**src/rtl/display_pkg.sv**
```systemverilog
// Shared types for the display scheduler: controller states and the
// active-low seven-segment glyph table (bit order gfedcba).
package display_pkg;

  typedef enum logic [1:0] {
    IDLE  = 2'd0,
    LOAD  = 2'd1,
    SHIFT = 2'd2,
    DONE  = 2'd3
  } state_t;

  localparam logic [6:0] SEG_0     = 7'b1000000;
  localparam logic [6:0] SEG_1     = 7'b1111001;
  localparam logic [6:0] SEG_2     = 7'b0100100;
  localparam logic [6:0] SEG_3     = 7'b0110000;
  localparam logic [6:0] SEG_4     = 7'b0011001;
  localparam logic [6:0] SEG_5     = 7'b0010010;
  localparam logic [6:0] SEG_6     = 7'b0000010;
  localparam logic [6:0] SEG_7     = 7'b1111000;
  localparam logic [6:0] SEG_8     = 7'b0000000;
  localparam logic [6:0] SEG_9     = 7'b0010000;
  localparam logic [6:0] SEG_BLANK = 7'b1111111;

  // Nibbles above 9 cannot come out of a correct double-dabble; show blank.
  function automatic logic [6:0] seg7_encode(input logic [3:0] digit);
    logic [6:0] seg;
    case (digit)
      4'd0:    seg = SEG_0;
      4'd1:    seg = SEG_1;
      4'd2:    seg = SEG_2;
      4'd3:    seg = SEG_3;
      4'd4:    seg = SEG_4;
      4'd5:    seg = SEG_5;
      4'd6:    seg = SEG_6;
      4'd7:    seg = SEG_7;
      4'd8:    seg = SEG_8;
      4'd9:    seg = SEG_9;
      default: seg = SEG_BLANK;
    endcase
    return seg;
  endfunction

endpackage

```
**src/rtl/display_scheduler_if.sv**
```systemverilog
// Signal bundle between the debug taps / board controls and the display
// scheduler; state is exported so checkers can follow the controller.
interface display_scheduler_if #(
  parameter int N_SRC = 4
);
  import display_pkg::*;

  localparam int IW = $clog2(N_SRC);

  logic [32*N_SRC-1:0] src_values;
  logic                next_btn;
  logic                auto_mode;
  logic                freeze;
  logic [6:0]          hex0;
  logic [6:0]          hex1;
  logic [6:0]          hex2;
  logic [6:0]          hex3;
  logic [IW-1:0]       disp_idx;
  logic                busy;
  state_t              state;

  modport master (
    output src_values, next_btn, auto_mode, freeze,
    input  hex0, hex1, hex2, hex3, disp_idx, busy, state
  );

  modport slave (
    input  src_values, next_btn, auto_mode, freeze,
    output hex0, hex1, hex2, hex3, disp_idx, busy, state
  );

endinterface

```
**src/rtl/bin2bcd_seq.sv**
```systemverilog
// Iterative double-dabble: one 32-bit binary value to ten BCD digits,
// one shift per clock, 32 shifts per conversion.
module bin2bcd_seq (
  input  logic        clk,
  input  logic        rst,
  input  logic        start_i,
  input  logic [31:0] bin_in_i,
  output logic        done_o,
  output logic [39:0] bcd_out_o
);

  logic [31:0] sr_q, sr_d;
  logic [39:0] bcd_q, bcd_d;
  logic [39:0] bcd_adj;
  logic [4:0]  cnt_q, cnt_d;
  logic        run_q, run_d;

  // start_i is a one-cycle request that is always accepted and restarts the
  // engine; done_o is high during the final shift, so bcd_out_o holds the
  // finished result from the next cycle until the following start_i.
  always_comb begin
    bcd_adj = bcd_q;
    for (int i = 0; i < 10; i++) begin
      if (bcd_q[4*i +: 4] >= 4'd5) bcd_adj[4*i +: 4] = bcd_q[4*i +: 4] + 4'd3;
    end

    sr_d  = sr_q;
    bcd_d = bcd_q;
    cnt_d = cnt_q;
    run_d = run_q;
    if (start_i) begin
      sr_d  = bin_in_i;
      bcd_d = '0;
      cnt_d = '0;
      run_d = 1'b1;
    end else if (run_q) begin
      {bcd_d, sr_d} = {bcd_adj, sr_q} << 1;
      cnt_d         = cnt_q + 5'd1;
      if (cnt_q == 5'd31) run_d = 1'b0;
    end
  end

  always_ff @(posedge clk) begin
    if (rst) begin
      sr_q  <= '0;
      bcd_q <= '0;
      cnt_q <= '0;
      run_q <= 1'b0;
    end else begin
      sr_q  <= sr_d;
      bcd_q <= bcd_d;
      cnt_q <= cnt_d;
      run_q <= run_d;
    end
  end

  assign done_o    = run_q && (cnt_q == 5'd31);
  assign bcd_out_o = bcd_q;

endmodule

```
**src/rtl/display_scheduler.sv**
```systemverilog
// Shares the four-digit display between N_SRC 32-bit sources: selection,
// dwell/refresh timers, conversion sequencing and glitch-free output registers.
module display_scheduler
  import display_pkg::*;
#(
  parameter int N_SRC          = 4,
  parameter int DWELL_CYCLES   = 50_000_000,
  parameter int REFRESH_CYCLES = 5_000_000
) (
  input logic                clk,
  input logic                rst,
  display_scheduler_if.slave dif
);

  localparam int IW = $clog2(N_SRC);
  localparam int DW = $clog2(DWELL_CYCLES) + 1;
  localparam int RW = $clog2(REFRESH_CYCLES) + 1;

  localparam logic [IW-1:0] LAST_IDX     = IW'(N_SRC - 1);
  localparam logic [DW-1:0] DWELL_LAST   = DW'(DWELL_CYCLES - 1);
  localparam logic [RW-1:0] REFRESH_LAST = RW'(REFRESH_CYCLES - 1);

  state_t        state_q;
  logic [IW-1:0] sel_q, sel_d;
  logic [IW-1:0] cvt_idx_q;
  logic [IW-1:0] disp_q;
  logic [DW-1:0] dwell_q, dwell_d;
  logic [RW-1:0] refresh_q, refresh_d;
  logic          pending_q, pending_d;
  logic          busy_q;
  logic [6:0]    hex0_q, hex1_q, hex2_q, hex3_q;

  logic          dwell_exp;
  logic          advance;
  logic          refresh_wrap;
  logic          start_cvt;
  logic          engine_start;
  logic          cvt_done;
  logic [31:0]   cvt_bin;
  logic [39:0]   cvt_bcd;
  logic [23:0]   unused_bcd_hi;

  // A button press and a dwell expiry on the same cycle collapse into one step.
  always_comb begin
    dwell_exp    = dif.auto_mode && (dwell_q == DWELL_LAST);
    advance      = dif.next_btn || dwell_exp;
    refresh_wrap = (refresh_q == REFRESH_LAST);
    start_cvt    = (state_q == IDLE) && pending_q && !dif.freeze;

    sel_d = sel_q;
    if (advance) sel_d = (sel_q == LAST_IDX) ? '0 : sel_q + 1'b1;
    dwell_d   = (!dif.auto_mode || advance) ? '0 : dwell_q + 1'b1;
    refresh_d = refresh_wrap ? '0 : refresh_q + 1'b1;
    // Events arriving on the start cycle must survive the clear.
    pending_d = (pending_q && !start_cvt) || advance || refresh_wrap;
  end

  assign cvt_bin       = dif.src_values[32*sel_q +: 32];
  assign engine_start  = (state_q == LOAD);
  assign unused_bcd_hi = cvt_bcd[39:16];

  bin2bcd_seq u_bin2bcd (
    .clk       (clk),
    .rst       (rst),
    .start_i   (engine_start),
    .bin_in_i  (cvt_bin),
    .done_o    (cvt_done),
    .bcd_out_o (cvt_bcd)
  );

  always_ff @(posedge clk) begin
    if (rst) begin
      state_q   <= IDLE;
      sel_q     <= '0;
      cvt_idx_q <= '0;
      disp_q    <= '0;
      dwell_q   <= '0;
      refresh_q <= '0;
      pending_q <= 1'b1;
      busy_q    <= 1'b0;
      hex0_q    <= SEG_0;
      hex1_q    <= SEG_0;
      hex2_q    <= SEG_0;
      hex3_q    <= SEG_0;
    end else begin
      sel_q     <= sel_d;
      dwell_q   <= dwell_d;
      refresh_q <= refresh_d;
      pending_q <= pending_d;
      case (state_q)
        IDLE: begin
          if (start_cvt) begin
            state_q <= LOAD;
            busy_q  <= 1'b1;
          end
        end
        LOAD: begin
          cvt_idx_q <= sel_q;
          state_q   <= SHIFT;
        end
        SHIFT: begin
          if (cvt_done) begin
            state_q <= DONE;
            busy_q  <= 1'b0;
          end
        end
        DONE: begin
          hex0_q  <= seg7_encode(cvt_bcd[3:0]);
          hex1_q  <= seg7_encode(cvt_bcd[7:4]);
          hex2_q  <= seg7_encode(cvt_bcd[11:8]);
          hex3_q  <= seg7_encode(cvt_bcd[15:12]);
          disp_q  <= cvt_idx_q;
          state_q <= IDLE;
        end
        default: state_q <= IDLE;
      endcase
    end
  end

  assign dif.hex0     = hex0_q;
  assign dif.hex1     = hex1_q;
  assign dif.hex2     = hex2_q;
  assign dif.hex3     = hex3_q;
  assign dif.disp_idx = disp_q;
  assign dif.busy     = busy_q;
  assign dif.state    = state_q;

endmodule

```
**src/flat_wrapper.sv**
```systemverilog
// flat-port wrapper written by rule: the top's interface ports become plain ports
module display_scheduler_flat import display_pkg::*;
#(
  parameter int N_SRC          = 4,
  parameter int DWELL_CYCLES   = 50_000_000,
  parameter int REFRESH_CYCLES = 5_000_000
)
  (clk, rst, dif_src_values, dif_next_btn, dif_auto_mode, dif_freeze, dif_hex0, dif_hex1, dif_hex2, dif_hex3, dif_disp_idx, dif_busy, dif_state);
  display_scheduler_if #(.N_SRC(N_SRC)) dif_i ();
  input logic clk;
  input logic rst;
  input wire logic [$bits(dif_i.src_values)-1:0] dif_src_values;
  input wire logic [$bits(dif_i.next_btn)-1:0] dif_next_btn;
  input wire logic [$bits(dif_i.auto_mode)-1:0] dif_auto_mode;
  input wire logic [$bits(dif_i.freeze)-1:0] dif_freeze;
  output wire logic [$bits(dif_i.hex0)-1:0] dif_hex0;
  output wire logic [$bits(dif_i.hex1)-1:0] dif_hex1;
  output wire logic [$bits(dif_i.hex2)-1:0] dif_hex2;
  output wire logic [$bits(dif_i.hex3)-1:0] dif_hex3;
  output wire logic [$bits(dif_i.disp_idx)-1:0] dif_disp_idx;
  output wire logic [$bits(dif_i.busy)-1:0] dif_busy;
  output wire logic [$bits(dif_i.state)-1:0] dif_state;
  assign dif_i.src_values = dif_src_values;
  assign dif_i.next_btn = dif_next_btn;
  assign dif_i.auto_mode = dif_auto_mode;
  assign dif_i.freeze = dif_freeze;
  assign dif_hex0 = dif_i.hex0;
  assign dif_hex1 = dif_i.hex1;
  assign dif_hex2 = dif_i.hex2;
  assign dif_hex3 = dif_i.hex3;
  assign dif_disp_idx = dif_i.disp_idx;
  assign dif_busy = dif_i.busy;
  assign dif_state = dif_i.state;
  display_scheduler #(.N_SRC(N_SRC), .DWELL_CYCLES(DWELL_CYCLES), .REFRESH_CYCLES(REFRESH_CYCLES)) u_core (.clk(clk), .rst(rst), .dif(dif_i));
endmodule
```
**config.mk**
```make
export PLATFORM = sky130hd
export DESIGN_NAME = display_scheduler_flat
export DESIGN_NICKNAME = d
export VERILOG_FILES = /design/src/rtl/display_pkg.sv /design/src/rtl/display_scheduler_if.sv /design/src/rtl/bin2bcd_seq.sv /design/src/rtl/display_scheduler.sv /design/src/flat_wrapper.sv
export SDC_FILE = /design/constraint.sdc
export NUM_CORES = 1
export LEC_CHECK = 0
export CAP_MARGIN = 20
export CORE_UTILIZATION = 53
export CTS_BUF_LIST = sky130_fd_sc_hd__clkbuf_8
export CTS_CLUSTER_DIAMETER = 30
export DETAILED_ROUTE_END_ITERATION = 8
export PLACE_DENSITY_LB_ADDON = 0.15
export SLEW_MARGIN = 20
export SYNTH_ARGS = -nofsm -noshare
export SYNTH_HDL_FRONTEND = slang
export SYNTH_SLANG_ARGS = --single-unit
```
**constraint.sdc**
```tcl
create_clock -name clk -period 2.2 [get_ports clk]
set_input_delay 0.33 -clock clk [delete_from_list [all_inputs] [get_ports clk]]
set_output_delay 0.33 -clock clk [all_outputs]
set_load 0.01 [all_outputs]
```
# Yosys cells after proc, flatten, opt, wreduce, memory -nomap -nowiden
# Memory sizes are Yosys's and may differ from the RTL's. A register that Yosys moved wholly into a read port is not among the register bits.
# Index checks and enable logic that the tools add are counted.
dict set report totals {
  ff_bits 139
  mem_bits_ro 448
  input_bits 133
  output_inout_bits 33
  word_cells 92
  memories 4
}
dict set report classes {
  addsub 14
  order_cmp 10
  n_eq_ne 9
  n_shift 1
  mux 22
  reduce_logical 20
}
# name depth width rd rd_ports_with_merged_regs wr line_no
set memory_table {}
lappend memory_table {{(name not given)} 16 7 1 1 0 display_pkg.sv:27} ;# case (digit)
lappend memory_table {{(name not given)} 16 7 1 1 0 display_pkg.sv:27}
lappend memory_table {{(name not given)} 16 7 1 1 0 display_pkg.sv:27}
lappend memory_table {{(name not given)} 16 7 1 1 0 display_pkg.sv:27}
# cell n
set op_table {}
lappend op_table {{indexed part select 128 x 8 -> 32 bit} 1}
lappend op_table {{2-to-1 mux 32 bit} 2}
lappend op_table {{>= comparator 4 x 3 -> 1 bit, second input constant} 10}
lappend op_table {{adder 4 x 2 -> 4 bit, second input constant} 9}
lappend op_table {{2-to-1 mux 4 bit} 9}
lappend op_table {{adder 27 x 1 -> 27 bit, second input constant} 1}
lappend op_table {{equality test 27 x 26 -> 1 bit, second input constant} 1}
lappend op_table {{adder 24 x 1 -> 24 bit, second input constant} 1}
lappend op_table {{equality test 24 x 23 -> 1 bit, second input constant} 1}
lappend op_table {{case mux 2 bit (4 select lines)} 1}
lappend op_table {{equality test 2 bit, second input constant} 3}
lappend op_table {{2-to-1 mux 2 bit} 3}
lappend op_table {{OR reduction 2 bit} 3}
lappend op_table {{adder 5 x 1 -> 5 bit, second input constant} 1}
lappend op_table {{equality test 5 bit, second input constant} 1}
lappend op_table {{logical AND 1 bit} 5}
lappend op_table {{2-to-1 mux 1 bit} 5}
lappend op_table {{logical OR 1 bit} 4}
lappend op_table {{inequality test 2 x 1 -> 1 bit, second input constant} 2}
lappend op_table {{nonzero test 2 bit} 2}
lappend op_table {{adder 3 x 2 -> 3 bit, second input constant} 1}
lappend op_table {{logical NOT 1 bit} 3}
lappend op_table {{2-to-1 mux 3 bit} 1}
lappend op_table {{AND reduction 3 bit} 1}
lappend op_table {{other kinds (5)} 5}

# Longest topological paths before layout
# Gate-level depths: netlist of the first run.
dict set report depth {
  ltp_word 7
  ltp_mapped 8
  depth_no_buf 8
}

# Cells and area by module
# Synthesis of the first run repeated with hierarchy kept, for this count alone.
dict set report hier_totals {
  hier_cells 1072
  hier_area_um2 9671.8
}
# mod n_inst cells_each area_each_um2 seq_area_each_um2
set by_module_without_submodules {}
lappend by_module_without_submodules {display_scheduler 1 572 5267.6 1781.7}
lappend by_module_without_submodules {bin2bcd_seq 1 500 4404.2 1561.5}

# Worst setup path after synthesis of the first run
# No wires, ideal clock.
dict set report synth_timing {
  path_type {flip-flop to flip-flop}
  start {register u_core.sel_q[0]}
  end {register u_core.u_bin2bcd.sr_q[25]}
  setup_ns 0.128
  arrival_ns 1.496
  required_time_ns 2.072
  setup_slack_ns 0.577
  stages_incl_launch_ff 6
  path_buffers 2
  period_less_slack_ns 1.623
  path_cell_list {dfxtp_1 -> buf_2 -> buf_2 -> mux4_2 -> a21oi_1 -> nor2_1}
}
dict set report synth_between {
  elab_chain_len 2
}
# element line_no
set synth_rtl {}
lappend synth_rtl {{start, declared} display_scheduler.sv:24} ;# logic [IW-1:0] sel_q, sel_d;
lappend synth_rtl {{start signal, assigned} display_scheduler.sv:86} ;# sel_q <= sel_d;
lappend synth_rtl {{indexed part select 128 x 8 -> 32 bit} display_scheduler.sv:58} ;# assign cvt_bin = dif.src_values[32*sel_q +: 32];
lappend synth_rtl {{2-to-1 mux 32 bit} bin2bcd_seq.sv:31} ;# if (start_i) begin
lappend synth_rtl {{end signal, assigned} bin2bcd_seq.sv:50} ;# sr_q <= sr_d;
lappend synth_rtl {{end, declared} bin2bcd_seq.sv:12} ;# logic [31:0] sr_q, sr_d;
# Every way passes these cells.
# A chain may end at the register's enable or synchronous reset.

# Worst setup path in the final report of the first run
dict set report layout_timing {
  start {register u_core.dwell_q[0]}
  end {register u_core.dwell_q[20]}
}
dict set report layout_between {
  elab_chain_len 5
  elab_cells_between_ends 6
  cone_classes {add/sub: 1; eq/ne: 1; reduce/logical: 4}
}
# element line_no
set layout_rtl {}
lappend layout_rtl {{start, declared} display_scheduler.sv:27} ;# logic [DW-1:0] dwell_q, dwell_d;
lappend layout_rtl {{start signal, assigned} display_scheduler.sv:87} ;# dwell_q <= dwell_d;
lappend layout_rtl {{parallel branches: the longest is 5 deep, another holds adder 27 x 1 -> 27 bit} -}
# Several ways; the timed one is not identified.

==> summary.md, run 1 <==
| Metric | Value |
|---|---|
| Startpoint Class | `register` |
| Rows | `43` |
| Final Critical Period | `1.85 ns` |
| Register area share after synthesis | `37.3%` |
| Wire per inst | `13.9 um` |
| Register Area | `0.00287 mm^2` |
| Fmax | `542 MHz` |
| Die H | `122 um` |
| First-pass GRT wire length | `27,600 um` |
| EDFF count, synth | `0` |
| Antenna violations before repair | `0` |
| Pins Over Slew Limit | `0` |
| Congestion Overflow GR | `0` |
| Main synth FF type | `dfxtp_1` |
| Largest net degree at the start of global routing | `44` |
| Gr usage total | `23.5%` |
| Max Cap Viol | `0` |
| Cells after synthesis | `851` |
| Worst-Margin Slew | `0.505 ns` |
| Fill cells | `1,153` |
| Status | `complete, no violations` |
| Worst hold path type | `in -> reg` |
| Remaining DRCs | `0` |
| Initial core utilization | `54.8%` |
| RSZ-0062 raised after global routing | `false` |
| Cell variety after synth | `59` |
| Final hold vios | `0` |
| DIE WIDTH | `122 um` |
| Drt total wl | `16,600 um` |
| Clk_lat worst skew | `0.46 ns` |
| WS Path Type | `reg -> reg` |
| Final #Nets | `1,164` |
| Leak | `3.51 nW` |
| Crit path arrival time | `2.23 ns` |
| Clock Skews | `0.0103 ns` |
| H-tree depth | `4` |
| Clock Tree Buf Depth | `2` |
| Die area | `0.0149 mm^2` |
| Core area | `0.0140 mm^2` |
| I/O Buffers | `165` |
| Clock sink total | `143` |
| Antenna cells | `0` |
| Area Growth Syn to Fin | `27.7%` |
| GPL Wtd Cong | `0.802` |
| Yosys reg bits | `143` |
| Post-route non-filler standard cell count | `1,191` |
| CP endpoint kind | `register` |
| Reg2Reg Depth | `6` |
| Hold Path Depth | `3` |
| Crit Path Max Fanout | `6` |
| Ys async rst share | `0%` |
| Drt first pass iters | `4` |
| Sum Neg Setup Slack | `0 ns` |
| CTS root buf | `clkbuf_8` |
| Antenna viol nets, final | `0` |
| CTS tree | `done` |
| Max IR drop VDD | `0.598 mV` |
| Combined area of the multi-input logic cells | `0.00446 mm^2` |
| Vias per cell | `5.35` |
| Fraction of layout cells with a size suffix above 1 | `9.89%` |
| Hpwl dp | `12,200 um` |
| Ports | `166` |
| Most frequent cells in the layout | `clkdlybuf4s50_1 (164), nor2_1 (160), dfxtp_1 (141), a21oi_1 (88), mux2i_1 (54)` |
| Most common cell after layout, fill and taps aside | `clkdlybuf4s50_1` |
| Post_cts resized | `0` |
| Post CTS Setup Buffer Count | `0` |
| # hold bufs at CTS | `0` |
| Syn avg cell area | `9.01 um^2` |
| YS warnings | `0` |
| Synth Net Count | `1,016` |
| Drt initial violations | `342` |
| Synthesized area | `0.00766 mm^2` |
| PwrDens | `716 mW/mm^2` |
| CP required | `2.59 ns` |
| Inserted Clock Buffers | `17` |
| Final setup viols | `0` |
| Final Cycle Share | `83.9%` |
| Via Count | `6,376` |
| Headroom to the max-slew limit | `66.3%` |
| Vias in the first global route | `6,005` |
| Placed Cells | `1,160` |
| Clk pin slew, worst setup/hold paths | `0.07 ns` |
final cells by class:
type	count	area share, %
clock buffer	17	2.39
clock inverter	14	0.920
inverter	31	1.19
multi-input combinational	625	45.6
sequential	143	29.3
tap	180	2.30
timing repair buffer	181	18.3
worst paths after layout:
check                     start                  to  slack [ns]
min                         rst  u_core.dwell_q[20]        0.22
max reg2reg   u_core.dwell_q[0]  u_core.dwell_q[20]        0.35
max           u_core.dwell_q[0]  u_core.dwell_q[20]        0.35
min reg2reg  u_core.dif.hex3[2]  u_core.dif.hex3[2]        0.45
routing by layer:
metal	vias up	global-route usage, %	routed length [um]
met4	0	8.38	250
li1	3273	-	-
met3	18	5.11	681
met1	2936	29.1	7520
met2	149	40.1	8160
met5	-	0	0
worst max-delay path, cell delays in order, from the launching register on:
cell,delay [ns]
dfxtp_1,0.38
ha_1,0.19
and3_1,0.35
and4_4,0.31
nand2b_1,0.07
or3_1,0.31
a21oi_1,0.17
power breakdown:
group          switching (mW)  total (mW)  internal [mW]
combinational            1.11        2.16           1.05
clock                   0.942        1.79          0.845
sequential              0.198        3.06           2.86
per-stage QoR:
stage               utilization, %  setup WS (ns)  hold WS [ns]  power, mW  instance area (um^2)
floorplan                        -          0.577         0.426       4.60                  7660
global placement              67.6          0.284         0.438       5.23                  9460
detailed placement            67.6          0.237         0.444       5.28                  9460
CTS                           70.0          0.347         0.196       7.06                  9790
global route                  70.0          0.206         0.213       7.46                  9790
finish                        70.0          0.353         0.218       7.01                  9790
cells in the mapped netlist (all sizes together), types with 16 or more instances:
| master | count | area [um^2] |
|---|---|---|
| nor2 | 160 | 601 |
| ha | 32 | 400 |
| o21ai | 16 | 80.1 |
| dfxtp | 143 | 2860 |
| xor2 | 21 | 184 |
| a21oi | 90 | 458 |
| inv | 30 | 113 |
| mux4 | 32 | 721 |
| mux2i | 54 | 541 |
| nand2 | 43 | 161 |
| xnor2 | 28 | 245 |
| nand3 | 27 | 153 |
| buf | 21 | 108 |
| clkbuf | 31 | 116 |
flip-flops by register name, summed over array words and instances, names as in the netlist, 2 cells and up:
register / count
u_core.u_bin2bcd.sr_q: 32
u_core.u_bin2bcd.cnt_q: 5
u_core.cvt_idx_q: 2
u_core.dwell_q: 27
u_core.dif.hex3: 7
u_core.u_bin2bcd.bcd_out_o: 16
u_core.dif.hex0: 7
u_core.sel_q: 2
u_core.dif.disp_idx: 2
u_core.dif.hex1: 7
u_core.refresh_q: 24
u_core.dif.hex2: 7
u_core.dif.state: 2
cell families after synthesis:
group / Yosys count / share of synthesized area (%)
buf+inv: 83 / 4.44
mux: 90 / 17.0
simple gates: 311 / 19.5
fa+ha+maj: 32 / 5.22
xor+xnor: 49 / 5.60
compound gates: 143 / 10.8
flops: 143 / 37.3
No activity file was read; power rests on OpenSTA's default activity.
==> inputs of run 2 (changes only) <==
clock period = 1.9 ns   (was 2.2 ns; I/O delays follow)
==> run 2 against run 1 <==
Clock-buffer cell count rose by 7. Critical endpoint is now dif_state[0]. Critical path type is now reg -> out. Total power rose by 20%. Hold slack got worse by 0.15 ns. Core utilization rose by 1.1 points. Highest routed layer unchanged. Combinational power rose by 18%.
==> summary.md, run 2 (synthesis results as in run 1) <==
| Metric | Value |
|---|---|
| Status | `complete, no violations` |
| Die area | `0.0149 mm^2` |
| # hold bufs at CTS | `0` |
| Max Cap Viol | `0` |
| CP endpoint kind | `output port` |
| Clk pwr share | `27.8%` |
| DIE WIDTH | `122 um` |
| CP cell instances | `clkdlybuf4s50_1` |
| Antenna violations before repair | `0` |
| Switching Share | `30.8%` |
| Max IR drop VDD | `0.596 mV` |
| Most common cell after layout, fill and taps aside | `clkdlybuf4s50_1` |
| PwrDens | `849 mW/mm^2` |
| Gr usage total | `24.2%` |
| Drt first pass iters | `4` |
| Crit Path Max Fanout | `5` |
| Die H | `122 um` |
| Largest net degree at the start of global routing | `68` |
| GPL Wtd Cong | `0.820` |
| Placed Cells | `1,166` |
| Delay-heaviest family, CP | `buffers and inverters` |
| Clock Skews | `0.00848 ns` |
| Inserted Clock Buffers | `17` |
| Slowest stage delay, CP | `0.61 ns` |
| Largest registers | `u_core.u_bin2bcd.sr_q (32), u_core.dwell_q (27), u_core.refresh_q (24)` |
| Clk_lat worst skew | `0.45 ns` |
| Antenna viol nets, final | `0` |
| RSZ-0062 raised after global routing | `false` |
| Clk pin slew, worst setup/hold paths | `0.07 ns` |
| Vias in the first global route | `6,106` |
| Drt total wl | `16,800 um` |
| Most frequent cells in the layout | `clkdlybuf4s50_1 (164), nor2_1 (160), dfxtp_1 (141), a21oi_1 (88), mux2i_1 (54)` |
| Leak | `3.58 nW` |
| WS Path Type | `reg -> out` |
| Final setup viols | `0` |
| Via Count | `6,384` |
| Core area | `0.0140 mm^2` |
| Crit path arrival time | `1.47 ns` |
| Headroom to the max-slew limit | `65.9%` |
| Initial core utilization | `54.8%` |
| CTS tree | `done` |
| Post CTS Setup Buffer Count | `0` |
| Comb pwr share | `30.3%` |
| Switching power | `2.60 mW` |
| Final Cycle Share | `92.4%` |
| Ports | `166` |
| Largest register FFs | `32` |
| Int Pwr | `5.84 mW` |
| Fmax | `570 MHz` |
| Drt initial violations | `463` |
| Final #Nets | `1,170` |
| Worst hold path type | `in -> reg` |
| H-tree depth | `4` |
| Reg power frac | `41.9%` |
| Clock Tree Buf Depth | `2` |
| Post-route non-filler standard cell count | `1,199` |
| Most flops, register | `u_core.u_bin2bcd.sr_q` |
| Slowest CP cell | `clkdlybuf4s50_1` |
| First-pass GRT wire length | `28,400 um` |
| Startpoint Class | `register` |
| CTS root buf | `clkbuf_8` |
| Rows | `43` |
| Post_cts resized | `0` |
| Sum Neg Setup Slack | `0 ns` |
| Clock sink total | `143` |
| CP required | `1.62 ns` |
| Remaining DRCs | `0` |
| Pins Over Slew Limit | `0` |
| Crit path buf inv count | `1` |
| I/O Buffers | `165` |
| Worst-Margin Slew | `0.511 ns` |
| Fraction of layout cells with a size suffix above 1 | `10.8%` |
| Wire per inst | `14.0 um` |
| Vias per cell | `5.32` |
| Final hold vios | `0` |
| Hpwl dp | `12,600 um` |
| Final Critical Period | `1.76 ns` |
| Congestion Overflow GR | `0` |
| Area Growth Syn to Fin | `29.7%` |
[run 2: cell types whose count changed in the layout (fill, tap and decap cells not counted), sizes merged]
cell      change
buf           +6
clkbuf        +7
inv           -3
clkinvlp      -1
clkinv        -2
diode         +1
[run 2: metal layers]
layer	GRT usage (%)	wire [um]
met5	0	0
met4	8.46	226
met3	5.16	705
met2	40.7	8300
met1	30.5	7560
[run 2: cell type report]
cell class | instances | area (um^2)
multi-input cells | 625 | 4460
flip-flops and latches | 143 | 2870
repair buffers | 187 | 1870
clock buffers | 24 | 330
clock inverters | 8 | 61.3
fillers | 1112 | 4050
diodes | 1 | 2.50
well taps | 180 | 225
inverters | 31 | 116
[run 2: power by group through the flow]
stage          clock network, mW  logic [mW]  registers, mW
2_1_floorplan                  0        1.76           3.56
3_3_place_gp                   0        2.51           3.60
3_5_place_dp                   0        2.56           3.61
4_1_cts                     2.40        2.58           3.54
5_1_grt                     2.55        2.86           3.58
6_report                    2.34        2.55           3.54
[run 2: final timing paths]
check                                                    from                       endpoint  slack [ns]  depth (start not counted)
worst max-delay path                      u_core.dif.state[0]                   dif_state[0]        0.14                          1
worst min-delay path                                      rst                u_core.sel_q[0]        0.07                          2
worst max register to register  u_core.u_bin2bcd.bcd_out_o[1]  u_core.u_bin2bcd.bcd_out_o[2]        0.18                          7
worst min register to register             u_core.dif.hex0[3]             u_core.dif.hex0[3]        0.46                          2
[run 2: per-stage QoR]
step / instance area [um^2] / setup WS, ns / power (mW) / hold slack (ns) / utilization [%]
3_5_place_dp: 9550 / 0.0183 / 6.16 / 0.447 / 68.2
2_1_floorplan: 7660 / 0.277 / 5.33 / 0.386 / -
6_report: 9940 / 0.145 / 8.43 / 0.0665 / 71.1
4_1_cts: 9940 / 0.111 / 8.52 / 0.0517 / 71.0
5_1_grt: 9940 / 0.0470 / 8.99 / 0.0679 / 71.0
3_3_place_gp: 9550 / 0.0519 / 6.11 / 0.440 / 68.2
==> inputs of run 3 (changes only) <==
ABC_AREA = 1   (was unset)
CORE_UTILIZATION = 57   (was 53)
PLACE_DENSITY = 0.95   (was unset)
PLACE_DENSITY_LB_ADDON = unset   (was 0.15)
clock period = 2.1 ns   (was 1.9 ns; I/O delays follow)
==> run 3 against run 2 <==
Setup slack gained 0.034 ns. Wire length is 31% higher. Sequential share of layout area fell by 0.65 points. Critical path depth increased by 8. Synthesized cell count is 39% higher. Clock power rose by 2%. Sequential power fell by 4%. Final cell count increased by 27%. Highest routed layer unchanged. Total power up 3.4%. Final area increased by 2.3%. Non-clock buffer count fell by 6.
==> summary.md, run 3 <==
| Metric | Value |
|---|---|
| Final Cycle Share | `91.5%` |
| Die area | `0.0144 mm^2` |
| Crit path arrival time | `2.27 ns` |
| Area leader, netlist | `dfxtp_1` |
| Final hold vios | `0` |
| PwrDens | `858 mW/mm^2` |
| Synthesized area | `0.00793 mm^2` |
| Routed metal-1 wirelength | `8910 um` |
| Drt initial violations | `994` |
| Cell variety after synth | `41` |
| Area Growth Syn to Fin | `28.1%` |
| Most flops, register | `u_core.u_bin2bcd.sr_q` |
| Headroom to the max-slew limit | `59.3%` |
| Cell Area, Placed | `0.00973 mm^2` |
| Worst hold path type | `reg -> reg` |
| CP cell instances | `inv_1 > ha_1 > inv_2 > nand2_4 > inv_2 > nand2_1 > o21ai_0 > o31ai_1 > inv_1` |
| Cells after synthesis | `1,180` |
| Congestion Overflow GR | `0` |
| Synth area leaders | `dfxtp_1 (36%), nor2_1 (11%), nand2_1 (9.5%), o21ai_0 (7.3%), inv_1 (6.3%)` |
| Drt total wl | `21,900 um` |
| Inserted Clock Buffers | `17` |
| Yosys top cell area share | `36.1%` |
| EDFF count, synth | `0` |
| GPL Wtd Cong | `0.913` |
| Core area | `0.0134 mm^2` |
| Max Cap Viol | `0` |
| CP required | `2.45 ns` |
| Ys async rst share | `0%` |
| Total power | `8.72 mW` |
| Slowest CP cell | `ha_1` |
| Crit Path Max Fanout | `19` |
| Via Count | `8,400` |
| Leak | `4.07 nW` |
| Syn avg cell area | `6.72 um^2` |
| Synth cell count leaders | `nor2_1 (223), nand2_1 (201), dfxtp_1 (143)` |
| Final instance area | `0.0102 mm^2` |
| Reg-to-Reg End | `u_core.u_bin2bcd.sr_q[1]` |
| Yosys reg bits | `143` |
| Wire per inst | `14.4 um` |
| Crit path buf inv count | `4` |
| Clock Tree Buf Depth | `2` |
| Rows | `42` |
| Pins Over Slew Limit | `0` |
| Largest register FFs | `32` |
| DIE WIDTH | `120 um` |
| Met3 WL post-DR | `1350 um` |
| RR Startpoint | `u_core.dif.state[1]` |
| Largest registers | `u_core.u_bin2bcd.sr_q (32), u_core.dwell_q (27), u_core.refresh_q (24)` |
| CP endpoint kind | `register` |
| I/O Buffers | `165` |
| Synth Net Count | `1,345` |
| Clock Skews | `0.0129 ns` |
| Final #Nets | `1,497` |
| Largest net degree at the start of global routing | `69` |
| Final setup viols | `0` |
| Register area share after synthesis | `36.1%` |
| Slowest stage delay, CP | `0.37 ns` |
| Fmax | `520 MHz` |
| WS Path Type | `reg -> reg` |
| Antenna viol nets, final | `0` |
| CTS tree | `done` |
| Clk pin slew, worst setup/hold paths | `0.08 ns` |
| Vias per cell | `5.52` |
| Most frequent cell after synthesis | `nor2_1` |
| Die H | `120 um` |
| Antenna cells | `0` |
| Most common cell after layout, fill and taps aside | `nor2_1` |
| DR top layer | `met4` |
| Fill cells | `949` |
| Hold Path Depth | `1` |
| Delay-heaviest family, CP | `buffers and inverters` |
| H-tree depth | `4` |
| CTS root buf | `clkbuf_8` |
| Remaining DRCs | `0` |
| Initial core utilization | `59.2%` |
| Status | `complete, no violations` |
| Gr usage total | `31.5%` |
| Core Util, Final | `75.9%` |
| Setup slack, reg-to-reg | `0.18 ns` |
| Clock sink total | `143` |
| Ports | `166` |
| Max IR drop VDD | `0.544 mV` |
| RSZ-0062 raised after global routing | `false` |
| Final Critical Period | `1.92 ns` |
| Clk_lat worst skew | `0.46 ns` |
| Detail Route met2 WL | `11,000 um` |
| Hold Path End | `u_core.dwell_q[0]` |
| First-pass GRT wire length | `37,000 um` |
| Hold_sp | `u_core.dwell_q[0]` |
| Fraction of layout cells with a size suffix above 1 | `5.50%` |
| Startpoint Class | `register` |
| Main synth FF type | `dfxtp_1` |
| Hpwl dp | `15,500 um` |
| Worst-Margin Slew | `0.610 ns` |
| Worst hold slack | `0.457 ns` |
| Drt first pass iters | `7` |
| Most frequent cells in the layout | `nor2_1 (222), nand2_1 (201), clkdlybuf4s50_1 (165), dfxtp_1 (142), inv_1 (135)` |
| Reg2Reg Depth | `9` |
| Vias in the first global route | `8,057` |
| Antenna violations before repair | `0` |
| YS warnings | `0` |
| # hold bufs at CTS | `0` |
-- run 3: cell families after synthesis --
kind of cell | count (synthesis) | synth area share, %
xor gates and xnor gates | 32 | 3.53
DFF | 143 | 36.1
and+or+nand+nor | 517 | 27.1
adders and majority gates | 32 | 5.05
buffers and inverters | 192 | 9.62
AOI/OAI and AO/OA | 264 | 18.6
-- run 3: where the power goes --
group | switching, mW | leakage (nW) | internal (mW)
sequential | 0.294 | 1.16 | 3.10
clock | 1.10 | 0.197 | 1.28
combinational | 1.74 | 2.71 | 1.20
total | 3.13 | 4.07 | 5.59
-- run 3: area by class of cell --
| type | count | area [um^2] | share of cell area [%] |
|---|---|---|---|
| timing repair buffer | 181 | 1800 | 17.7 |
| clock buffer | 17 | 234 | 2.30 |
| multi-input combinational | 845 | 4320 | 42.4 |
| clock inverter | 15 | 195 | 1.92 |
| tap | 176 | 220 | 2.17 |
| sequential | 143 | 2860 | 28.2 |
| inverter | 144 | 541 | 5.32 |
-- run 3: repair_timing --
item                                    in CTS  in global routing
gates resized for setup                      1                  1
gates cloned                                 0                  0
endpoints found under the setup margin       1                  9
setup buffers                                0                  0
pin swaps                                    0                  0
-- run 3: routing by layer --
metal,up-vias,track usage [%]
met5,-,0
met3,67,5.23
met1,3852,38.0
met2,344,55.2
li1,4137,-
met4,0,13.3
-- run 3: worst max path at each step --
stage / startpoint / endpoint / slack [ns] / depth (start not counted)
global route: u_core.dif.state[1] / u_core.u_bin2bcd.bcd_out_o[5] / 0.01 / 7
floorplan: u_core.dif.state[1] / u_core.u_bin2bcd.sr_q[10] / 0.51 / 9
CTS: u_core.dif.state[1] / u_core.u_bin2bcd.sr_q[23] / 0.12 / 10
global placement: rst / u_core.u_bin2bcd.bcd_out_o[13] / 0.11 / 6
detailed placement: rst / u_core.u_bin2bcd.bcd_out_o[1] / -0.002 / 6
finish: u_core.dif.state[1] / u_core.u_bin2bcd.sr_q[1] / 0.18 / 9
-- run 3: worst reg2reg max path, delay by kind of cell (launching register included) --
family / cells / cell delay [ns]
adders and majority gates: 1 / 0.37
DFF: 1 / 0.34
and+or+nand+nor: 2 / 0.31
AOI/OAI and AO/OA: 2 / 0.29
buffers and inverters: 4 / 0.49
-- run 3: through the flow --
| stage | setup TNS [ns] | setup slack (ns) | std cells |
|---|---|---|---|
| after detailed placement | -0.00200 | -0.00200 | 1489 |
| after floorplan | 0 | 0.508 | 1180 |
| after global placement | 0 | 0.110 | 1489 |
| after global routing | 0 | 0.0126 | 1521 |
| after CTS | 0 | 0.119 | 1521 |
| final | 0 | 0.179 | 1521 |
